$ cat config.mk
export PLATFORM = sky130hd
export DESIGN_NAME = bcd_scan_ctrl
export DESIGN_NICKNAME = d
export VERILOG_FILES = /design/src/rtl/bcd_scan_ctrl.sv
export SDC_FILE = /design/constraint.sdc
export NUM_CORES = 1
export LEC_CHECK = 0
export BUFFER_PORTS_ARGS = -buffer_cell sky130_fd_sc_hd__buf_2
export CORE_MARGIN = 2
export CORE_UTILIZATION = 40
export CTS_CLUSTER_SIZE = 8
export DETAILED_ROUTE_END_ITERATION = 10
export GPL_TIMING_DRIVEN = 0
export PLACE_DENSITY_LB_ADDON = 0.25
export SLEW_MARGIN = 20
export SYNTH_ARGS = -nofsm -noshare
export SYNTH_HDL_FRONTEND = slang
export SYNTH_SLANG_ARGS = --single-unit
$ cat constraint.sdc
create_clock -name clk -period 2.74 [get_ports clk]
set_input_delay 0.411 -clock clk [delete_from_list [all_inputs] [get_ports clk]]
set_output_delay 0.411 -clock clk [all_outputs]
set_load 0.01 [all_outputs]
$ cat src/rtl/bcd_scan_ctrl.sv
// Two-digit BCD scan controller: accepts a 4-bit value through valid/ready and
// time-multiplexes tens/units onto one BCD bus, committing new values only at frame boundaries.
module bcd_scan_ctrl #(
  parameter int unsigned REFRESH_DIV = 50000,
  parameter bit          BLANK_LZ    = 1'b1
) (
  input  logic       clk,
  input  logic       rst_n,
  input  logic [3:0] bin_in,
  input  logic       load_valid,
  output logic       load_ready,
  output logic [3:0] digit_bcd,
  output logic [1:0] digit_sel,
  output logic [3:0] value_q,
  output logic       frame_done
);

  localparam int unsigned CNT_W = (REFRESH_DIV > 2) ? $clog2(REFRESH_DIV) : 1;
  localparam logic [CNT_W-1:0] TERM_CNT = CNT_W'(REFRESH_DIV - 1);
  localparam logic [3:0] BCD_BLANK = 4'hF;
  localparam logic [1:0] SEL_UNITS = 2'b10;
  localparam logic [1:0] SEL_TENS  = 2'b01;
  localparam logic [1:0] SEL_OFF   = 2'b11;

  typedef enum logic {
    UNI = 1'b0,
    DEC = 1'b1
  } state_t;

  state_t           state, state_d;
  logic [CNT_W-1:0] div_cnt, div_cnt_d;
  logic [3:0]       pend, pend_d;
  logic             ready, ready_d;
  logic [3:0]       value, value_d;
  logic [3:0]       bcd, bcd_d;
  logic [1:0]       sel, sel_d;
  logic             fdone, fdone_d;

  logic             terminal;
  logic             boundary;
  logic             accept;
  logic             commit;
  logic             tens;
  logic [3:0]       units;

  // State, counter, handshake and display registers
  always_ff @(posedge clk or negedge rst_n) begin
    if (!rst_n) begin
      state   <= UNI;
      div_cnt <= '0;
      pend    <= '0;
      ready   <= 1'b1;
      value   <= '0;
      bcd     <= '0;
      sel     <= SEL_UNITS;
      fdone   <= 1'b0;
    end else begin
      state   <= state_d;
      div_cnt <= div_cnt_d;
      pend    <= pend_d;
      ready   <= ready_d;
      value   <= value_d;
      bcd     <= bcd_d;
      sel     <= sel_d;
      fdone   <= fdone_d;
    end
  end

  // Next-state, commit and digit selection
  always_comb begin
    state_d   = state;
    div_cnt_d = div_cnt + CNT_W'(1);
    pend_d    = pend;
    ready_d   = ready;
    value_d   = value;
    bcd_d     = bcd;
    sel_d     = sel;
    fdone_d   = 1'b0;
    tens      = 1'b0;
    units     = '0;

    terminal = (div_cnt == TERM_CNT);
    boundary = terminal && (state == DEC);
    accept   = load_valid && ready;
    commit   = boundary && !ready;

    if (terminal) begin
      div_cnt_d = '0;
      state_d   = (state == UNI) ? DEC : UNI;
    end

    // Accept and commit are mutually exclusive: accept needs an empty slot, commit a full one
    if (accept) begin
      pend_d  = bin_in;
      ready_d = 1'b0;
    end else if (commit) begin
      value_d = pend;
      ready_d = 1'b1;
    end

    // Pulse is registered so it is high during the boundary cycle itself
    fdone_d = (state_d == DEC) && (div_cnt_d == TERM_CNT);

    tens  = (value_d >= 4'd10);
    units = tens ? (value_d - 4'd10) : value_d;

    if (state_d == UNI) begin
      sel_d = SEL_UNITS;
      bcd_d = units;
    end else if (!tens && BLANK_LZ) begin
      sel_d = SEL_OFF;
      bcd_d = BCD_BLANK;
    end else begin
      sel_d = SEL_TENS;
      bcd_d = {3'b000, tens};
    end
  end

  assign load_ready = ready;
  assign digit_bcd  = bcd;
  assign digit_sel  = sel;
  assign value_q    = value;
  assign frame_done = fdone;

endmodule

==> flow_summary.yaml, run 1 <==
synthesis:
  post_synth.cell_area_avg_um2: 11.7
  yosys.area_share.xor_xnor_pct: 9.60
  synth-edff-count: 0
  post_synth_main_area_contributors: "sky130_fd_sc_hd__dfrtp_1 (51%), sky130_fd_sc_hd__xor2_1 (6.6%), sky130_fd_sc_hd__mux2_2 (4.6%)"
  ys_seq_area_share_pct: 55.0
  synth_warn: 0
  postSynthCellCount: 125
  synth_async_sr_flop_share_pct: 100
  synth_fp_nets: 134
  synth_compound_area_share_pct: 4.88
  synth_simple_gate_area_share_pct: 20.4
  synth.cell_area_um2: 1460
  postSynth.topFlopCell: "sky130_fd_sc_hd__dfrtp_1"
  yosysUniqueCellTypes: 32
  synth.area.mux_share_pct: 6.00
  synth_top_cell_by_area: "sky130_fd_sc_hd__dfrtp_1"
  synth-seq-cells: 32
  synth_adder_area_share_pct: 1.71
  synth_top_family_by_area: "simple AND/OR/NAND/NOR gates"
  yosysTopAreaCellShare_pct: 51.4
global_route:
  initial_antenna_violation_count: 0
  grt.overflow.total: 0
  grt_start_max_net_pins: 33
  grt_pass1_wl_um: 4760
  met2_track_usage_gr_pct: 22.1
  global_route.usage.met3_pct: 5.56
  globalRouteTotalUtil_pct: 15.3
  grt_most_used_layer: "met2"
  grtUsageMet1_pct: 19.6
  grt_pass1_vias: 1054
power:
  post-layout-total-power_uw: 835
  vdd_ir_drop_max_v: 0.000251
  pwr_density_cell_nw_per_um2: 493
  cellLeakagePower_nw: 0.831
worst_setup_path:
  worst-endpoint-arrival_ns: 2.70
  reg2reg_from: "div_cnt[4]"
  path_depth: 8
  setup.worst_path.start: "div_cnt[4]"
  setup.reg_to_reg.worst_slack_ns: 0.27
  crit_slowest_cell: "sky130_fd_sc_hd__dfrtp_1"
  worst_reg_to_reg_cells: 8
  crit_path_cell_trace: "nor3_1 -> nand4_1 -> nor2_4 -> ha_1 -> nand2b_1 -> mux2_2 -> o21a_1 -> xnor2_1"
  timing.critical_path.to: "digit_bcd[1]"
  cp_slowest_stage_delay_ns: 0.46
  crit-reg2reg-capture: "digit_bcd[1]"
  critPathKind: "reg -> reg"
  cp.buffers_inverters: 0
  timing.critical_path.from_type: "flip-flop"
  timing.critical_path.fanout_max: 8
  critical_path.endpoint_type: "flip-flop"
  path_delay_family: "simple AND/OR/NAND/NOR gates"
  cp_data_required_time_ns: 2.97
detailed_routing:
  drt_first_pass_iters: 4
  drc_errors: 0
  drt_wl_total_um: 2560
  wire_per_inst_um: 13.0
  antenna_violating_nets_left: 0
  routed-via-count: 1025
  dr_vias_cell: 5.20
  drt-initial-drc-count: 56
hold_path:
  hold_path.class: "in -> async"
clocking:
  tritoncts_num_sinks: 32
  cts.htree.levels: 2
  cts_buffers: 5
  cts_root_buffer: "sky130_fd_sc_hd__clkbuf_4"
  clkLatencyLatePin_ns: 0.34
  cts_max_path_bufs: 2
  tritoncts: "yes"
  post_cts_setup_buffer_count: 0
  clock_transition_at_the_registers_of_the_reported_paths_ns: 0.10
timing:
  timing.final.crit_period_ns: 2.47
  fmaxAchievable_ghz: 0.405
  finalMaxSlewViolations: 0
  timing.final.setup_violations: 0
  final.hold.worst_slack_ns: 0.108
  finalClockSkew_ns: 0.00705
  max_slew_margin_pct: 54.2
  rsz0062_at_grt: "no"
  hold_violations: 0
  finalCritPeriodShare_pct: 90.1
  max_slew.worst_pin.slew_ns: 0.687
floorplanning:
  die_width_um: 64.4
  number_of_cell_rows: 21
  dieHeight_um: 64.4
  design.die.area_um2: 4150
  core_um2: 3420
  initial_utilization_pct: 42.7
  boundaryPins: 19
final_layout:
  n_antenna_cell: 0
  design.final.nets: 159
  share_of_final_layout_standard_cells_stronger_than_drive_strength_1_pct: 27.2
  syn2layout_area_growth_pct: 15.9
placement:
  gp_congestion: 0.842
  numPortBuffers: 18
  detailedPlacementHpwl_um: 1860
flow_run:
  max_capacitance_violation_count: 0
outcome:
  status: "complete, no violations"
[cell usage in the layout, fill, tap and decap left out, types with 3 or more instances in the layout]
cell	n
sky130_fd_sc_hd__inv_1	6
sky130_fd_sc_hd__mux2_2	6
sky130_fd_sc_hd__xnor2_1	5
sky130_fd_sc_hd__nand4_1	6
sky130_fd_sc_hd__buf_2	19
sky130_fd_sc_hd__nor2_1	8
sky130_fd_sc_hd__nand3_1	8
sky130_fd_sc_hd__nand2_1	4
sky130_fd_sc_hd__nor3_1	5
sky130_fd_sc_hd__dfrtp_1	30
sky130_fd_sc_hd__xor2_1	11
sky130_fd_sc_hd__nor4_1	3
sky130_fd_sc_hd__a21oi_1	3
sky130_fd_sc_hd__nor2b_1	3
sky130_fd_sc_hd__clkbuf_4	5
[cells in the mapped netlist (all sizes together) (2+ instances only)]
cell type / count
nand2: 4
nand2b: 2
mux2i: 2
xnor2: 5
ha: 2
nor2b: 3
buf: 2
nand3: 8
mux2: 6
nor3: 6
a21oi: 3
nand4: 7
o22ai: 2
o21a: 2
and4: 2
nor2: 9
dfrtp: 30
xor2: 11
nor4: 4
inv: 6
dfstp: 2
[worst min-delay path by stage]
stage,startpoint,endpoint,slack [ns]
detailed placement,rst_n,pend[0],0.49
global route,rst_n,div_cnt[14],0.15
global placement,rst_n,pend[0],0.49
CTS,rst_n,digit_sel[0],0.13
floorplan,rst_n,digit_bcd[0],0.12
finish,rst_n,pend[1],0.11
[layer usage]
metal / routed length, um / share of wire, %
met4: 67 / 2.6
met2: 1180 / 46
met3: 149 / 5.8
met5: 0 / 0
met1: 1160 / 45
[state kept, by name (all words and copies together) (netlist names)]
signal and count:
frame_done 1, digit_sel 2, div_cnt 16, pend 4, value_q 4, load_ready 1
digit_bcd 4
[metrics by stage]
step	instance area, um2	setup WS [ns]	TNS (ns)	util [%]	instances
after CTS	1680	0.0127	0	49.3	197
after detailed placement	1610	0.0309	0	47.1	189
after global placement	1610	-0.0452	-0.0509	47.1	189
final	1690	0.272	0	49.5	197
after floorplan	1460	0.458	0	-	125
after global routing	1690	0.0812	0	49.5	197
[timing repair]
action	in CTS	in global routing
hold buffers	0	0
setup endpoints to repair	0	5
resized for setup	0	2
[cells by family (layout without fill, tap and decap cells)]
kind of cell	count (synthesis)	count (layout)
AND/OR/NAND/NOR	49	49
flip-flops	32	32
XOR/XNOR	16	16
AO/OA/AOI/OAI	10	10
multiplexers	8	8
buffers and inverters	8	34
adder cells (fa/ha/maj)	2	2
[where the power goes]
group	switching (mW)	total (mW)	leakage [nW]	internal, mW
clock	0.159	0.350	0.0422	0.191
sequential	0	0.472	0.426	0.472
combinational	0.00929	0.0123	0.363	0.00300
total	0.168	0.835	0.831	0.666
[layout make-up]
cell class	instances	area [um2]
plain buffers	2	12.5
clock buffers	6	41.3
clock inverters	2	35.0
fillers	319	1720
inverters	6	22.5
multi-input cells	85	629
flip-flops and latches	32	803
well taps	46	57.6
repair buffers	18	90.1
Power figures use the tool's default switching activity.
==> run 2, diff against run 1 <==
Settings changed: CTS_BUF_LIST from default to sky130_fd_sc_hd__clkbuf_4 sky130_fd_sc_hd__clkbuf_8 sky130_fd_sc_hd__clkbuf_16.
==> flow_summary.yaml, run 2 (synthesis gave the netlist of run 1 again) <==
outcome:
  status: "complete, no violations"
power:
  vdd_ir_drop_max_v: 0.000251
  pwr_density_cell_nw_per_um2: 498
  power_frac_seq_pct: 55.9
  total_switching_power_uw: 169
  cellInternalPower_uw: 676
  power_frac_clock_pct: 42.7
  share_comb_of_total_power_pct: 1.5
  cellLeakagePower_nw: 0.834
  power.switching_fraction_pct: 20.0
global_route:
  grt_pass1_wl_um: 4760
  grt.overflow.total: 0
  grt_start_max_net_pins: 33
  initial_antenna_violation_count: 0
  grt_pass1_vias: 1054
  globalRouteTotalUtil_pct: 15.3
clocking:
  cts_hold_repair.buffers: 0
  cts_root_buffer: "sky130_fd_sc_hd__clkbuf_4"
  cts_max_path_bufs: 2
  cts_buffers: 5
  cts-resized-gates: 0
  clock_transition_at_the_registers_of_the_reported_paths_ns: 0.10
  post_cts_setup_buffer_count: 0
  tritoncts: "yes"
  cts.htree.levels: 2
  tritoncts_num_sinks: 32
  clkLatencyLatePin_ns: 0.34
detailed_routing:
  dr_vias_cell: 5.20
  drt-initial-drc-count: 56
  drt_first_pass_iters: 4
  wire_per_inst_um: 13.0
  drc_errors: 0
  drt_wl_total_um: 2560
  routed-via-count: 1025
  antenna_violating_nets_left: 0
placement:
  numPortBuffers: 18
  dpl_cell_area_um2: 1610
  detailedPlacementHpwl_um: 1860
  placed_cells_incl_taps: 189
  gp_congestion: 0.842
hold_path:
  hold_path.class: "in -> async"
timing:
  timing.final.setup_violations: 0
  finalMaxSlewViolations: 0
  rsz0062_at_grt: "no"
  max_slew.worst_pin.slew_ns: 0.687
  finalCritPeriodShare_pct: 90.0
  final.hold.worst_slack_ns: 0.108
  max_slew_margin_pct: 54.2
  hold_violations: 0
  finalClockSkew_ns: 0.00705
  fmaxAchievable_ghz: 0.405
  timing.final.crit_period_ns: 2.47
  tns_ns: 0
worst_setup_path:
  crit-reg2reg-capture: "digit_bcd[1]"
  critical_path.endpoint_type: "flip-flop"
  worst_reg_to_reg_cells: 8
  crit_path_cell_trace: "nor3_1 -> nand4_1 -> nor2_4 -> ha_1 -> nand2b_1 -> mux2_2 -> o21a_1 -> xnor2_1"
  cp_data_required_time_ns: 2.97
  worst-endpoint-arrival_ns: 2.70
  path_depth: 8
  cp_slowest_stage_delay_ns: 0.46
  setup.worst_path.start: "div_cnt[4]"
  critPathKind: "reg -> reg"
  timing.critical_path.to: "digit_bcd[1]"
  timing.critical_path.from_type: "flip-flop"
  cp.buffers_inverters: 0
  reg2reg_from: "div_cnt[4]"
  path_delay_family: "simple AND/OR/NAND/NOR gates"
  timing.critical_path.fanout_max: 8
  crit_slowest_cell: "sky130_fd_sc_hd__dfrtp_1"
  setup.reg_to_reg.worst_slack_ns: 0.27
final_layout:
  most_common_library_cell_in_the_layout_ignoring_fill_and_taps: "sky130_fd_sc_hd__dfrtp_1"
  n_antenna_cell: 0
  largest_register_ffs: 16
  share_of_final_layout_standard_cells_stronger_than_drive_strength_1_pct: 27.8
  final_cell_mix: "sky130_fd_sc_hd__dfrtp_1 (30), sky130_fd_sc_hd__buf_2 (19), sky130_fd_sc_hd__xor2_1 (11)"
  finish.instance_area_um2: 1700
  design.final.nets: 159
  regMostFlops: "div_cnt"
  syn2layout_area_growth_pct: 16.1
  finish.cell_count_without_fillers: 197
floorplanning:
  core_um2: 3420
  design.die.area_um2: 4150
  boundaryPins: 19
  initial_utilization_pct: 42.7
  dieHeight_um: 64.4
  number_of_cell_rows: 21
  die_width_um: 64.4
flow_run:
  max_capacitance_violation_count: 0
run 2: final cells by class:
type	count	area, um2
multi-input combinational	85	629
clock buffer	6	45.0
timing repair buffer	18	90.1
sequential	32	803
buffer	2	12.5
inverter	6	22.5
fill	317	1720
tap	46	57.6
clock inverter	2	35.0
run 2: power groups by stage:
stage	clock, mW	combinational, mW	sequential, mW
after floorplan	0	0.0000644	0.481
after global placement	0	0.0129	0.481
after detailed placement	0	0.0132	0.481
after CTS	0.369	0.0133	0.472
after global routing	0.395	0.0150	0.472
final	0.360	0.0123	0.472
run 2: stage by stage:
| stage | util, % | setup slack (ns) | power (mW) |
|---|---|---|---|
| 4_1_cts | 49.4 | 0.0127 | 0.854 |
| 3_3_place_gp | 47.1 | -0.0452 | 0.494 |
| 2_1_floorplan | - | 0.458 | 0.481 |
| 6_report | 49.6 | 0.274 | 0.845 |
| 3_5_place_dp | 47.1 | 0.0309 | 0.494 |
| 5_1_grt | 49.6 | 0.0810 | 0.883 |
run 2: layer usage:
metal	global-route usage [%]	up-vias	share of wire [%]
li1	-	496	-
met1	19.6	498	45
met2	22.1	26	46
met3	5.56	5	5.8
met4	9.31	0	2.6
met5	0	-	0
run 2: worst min-delay path by stage:
| stage | start | to | slack, ns | cells after the start |
|---|---|---|---|---|
| finish | rst_n | pend[1] | 0.11 | 1 |
| global route | rst_n | div_cnt[14] | 0.15 | 1 |
| CTS | rst_n | digit_sel[0] | 0.13 | 1 |
| detailed placement | rst_n | pend[0] | 0.49 | 1 |
| global placement | rst_n | pend[0] | 0.49 | 1 |
| floorplan | rst_n | digit_bcd[0] | 0.12 | 0 |
==> run 3, diff against run 2 <==
Settings changed: SETUP_SLACK_MARGIN from default to 0.4.
Clock period 2.74 ns to 2.3 ns, I/O delays scaled along.
==> flow_summary.yaml, run 3 (synthesis gave the netlist of run 1 again) <==
outcome:
  status: "complete, no violations"
final_layout:
  most_common_library_cell_in_the_layout_ignoring_fill_and_taps: "sky130_fd_sc_hd__dfrtp_1"
  regMostFlops: "div_cnt"
  share_of_final_layout_standard_cells_stronger_than_drive_strength_1_pct: 48.5
  final_core_utilization_pct: 57.4
  n_antenna_cell: 0
  design.final.nets: 177
  largest_register_ffs: 16
  final.fill_count: 299
  syn2layout_area_growth_pct: 34.4
  final_cell_mix: "sky130_fd_sc_hd__dfrtp_1 (21), sky130_fd_sc_hd__buf_2 (19), sky130_fd_sc_hd__buf_4 (19)"
floorplanning:
  initial_utilization_pct: 42.7
  die_width_um: 64.4
  core_um2: 3420
  number_of_cell_rows: 21
  boundaryPins: 19
  design.die.area_um2: 4150
  dieHeight_um: 64.4
timing:
  timing.final.crit_period_ns: 2.05
  finalMaxSlewViolations: 0
  timing.final.setup_violations: 0
  finalCritPeriodShare_pct: 89.0
  max_slew_margin_pct: 53.1
  hold_violations: 0
  timing.final.ws_setup_ns: 0.254
  fmaxAchievable_ghz: 0.489
  finalClockSkew_ns: 0.0101
  tns_ns: 0
  max_slew.worst_pin.slew_ns: 0.704
  rsz0062_at_grt: "yes"
worst_setup_path:
  timing.critical_path.fanout_max: 4
  cp_data_required_time_ns: 2.53
  critPathKind: "reg -> reg"
  timing.critical_path.from_type: "flip-flop"
  reg2reg_from: "div_cnt[5]"
  setup.worst_path.start: "div_cnt[5]"
  critical_path.endpoint_type: "flip-flop"
  worst-endpoint-arrival_ns: 2.28
global_route:
  globalRouteTotalUtil_pct: 16.9
  initial_antenna_violation_count: 0
  grt_pass1_wl_um: 5390
  grt_start_max_net_pins: 33
  grt_pass1_vias: 1112
  grt.overflow.total: 0
hold_path:
  hold_path.class: "in -> async"
clocking:
  cts_buffers: 5
  tritoncts: "yes"
  clock_transition_at_the_registers_of_the_reported_paths_ns: 0.11
  cts.htree.levels: 2
  clkLatencyLatePin_ns: 0.33
  tritoncts_num_sinks: 32
  cts_hold_repair.buffers: 0
  cts_max_path_bufs: 2
  cts_root_buffer: "sky130_fd_sc_hd__clkbuf_4"
detailed_routing:
  dr_vias_cell: 5.19
  wire_per_inst_um: 14.9
  drt_wl_total_um: 3210
  drt_first_pass_iters: 4
  drt-initial-drc-count: 63
  drc_errors: 0
  routed-via-count: 1116
  antenna_violating_nets_left: 0
placement:
  numPortBuffers: 18
  gp_congestion: 0.855
  place_worst_setup_slack_ns: 0.0207
  detailedPlacementHpwl_um: 2020
power:
  post-layout-total-power_mw: 1.00
  vdd_ir_drop_max_v: 0.000388
  cellLeakagePower_nw: 0.927
  pwr_density_cell_nw_per_um2: 512
flow_run:
  max_capacitance_violation_count: 0
-- run 3: cell count changes in the layout (fill, tap and decap cells not counted), sizes merged --
cell,change
clkinvlp,+1
buf,+18
clkbuf,-1
-- run 3: layout make-up --
class	instances	area (um2)	area share, %
Sequential cell	32	815	41.5
Multi-Input combinational cell	85	749	38.2
Timing Repair Buffer	36	225	11.5
Tap cell	46	57.6	2.93
Clock inverter	3	42.5	2.17
Clock buffer	5	37.5	1.91
Inverter	6	22.5	1.15
Buffer	2	12.5	0.638
-- run 3: routing by layer --
| layer | vias to the layer above | share of wire, % | track usage, % |
|---|---|---|---|
| met5 | - | 0 | 0 |
| met4 | 0 | 1.2 | 5.59 |
| met3 | 4 | 3.3 | 4.69 |
| met2 | 24 | 48 | 24.7 |
| met1 | 563 | 47 | 24.2 |
| li1 | 525 | - | - |
-- run 3: through the flow --
stage	hold WS (ns)	area (um2)	instances
after global placement	0.423	1660	189
after CTS	0.0672	1850	208
final	0.0481	1960	215
after detailed placement	0.432	1660	189
after global routing	0.0732	1960	215
after floorplan	0.0494	1520	125
-- run 3: report_power, final --
part | switching (mW) | internal [mW]
registers | 0 | 0.562
clock network | 0.200 | 0.227
logic | 0.0114 | 0.00358
-- run 3: final timing paths --
check / end / cells past startpoint / slack [ns]
max: digit_bcd[1] / 8 / 0.25
min: div_cnt[13] / 1 / 0.05
max reg2reg: digit_bcd[1] / 8 / 0.25
min reg2reg: div_cnt[0] / 1 / 0.50
max in group asynchronous: div_cnt[12] / 1 / 1.76
min in group clk: pend[3] / 2 / 0.23
-- run 3: worst max-delay path, cell delays in order, from the launching register on --
cell and delay [ns]:
sky130_fd_sc_hd__dfrtp_2 0.44, sky130_fd_sc_hd__nor3_4 0.20, sky130_fd_sc_hd__nand4_1 0.19, sky130_fd_sc_hd__nor2_4 0.19
sky130_fd_sc_hd__ha_4 0.16, sky130_fd_sc_hd__nand2b_4 0.08, sky130_fd_sc_hd__mux2_4 0.34, sky130_fd_sc_hd__o21a_4 0.23
sky130_fd_sc_hd__xnor2_2 0.13
-- run 3: what timing repair did --
item	4_1_cts	5_1_grt
resized for setup	8	11
setup buffers	11	7
pin swaps	4	2
setup endpoints to repair	9	7
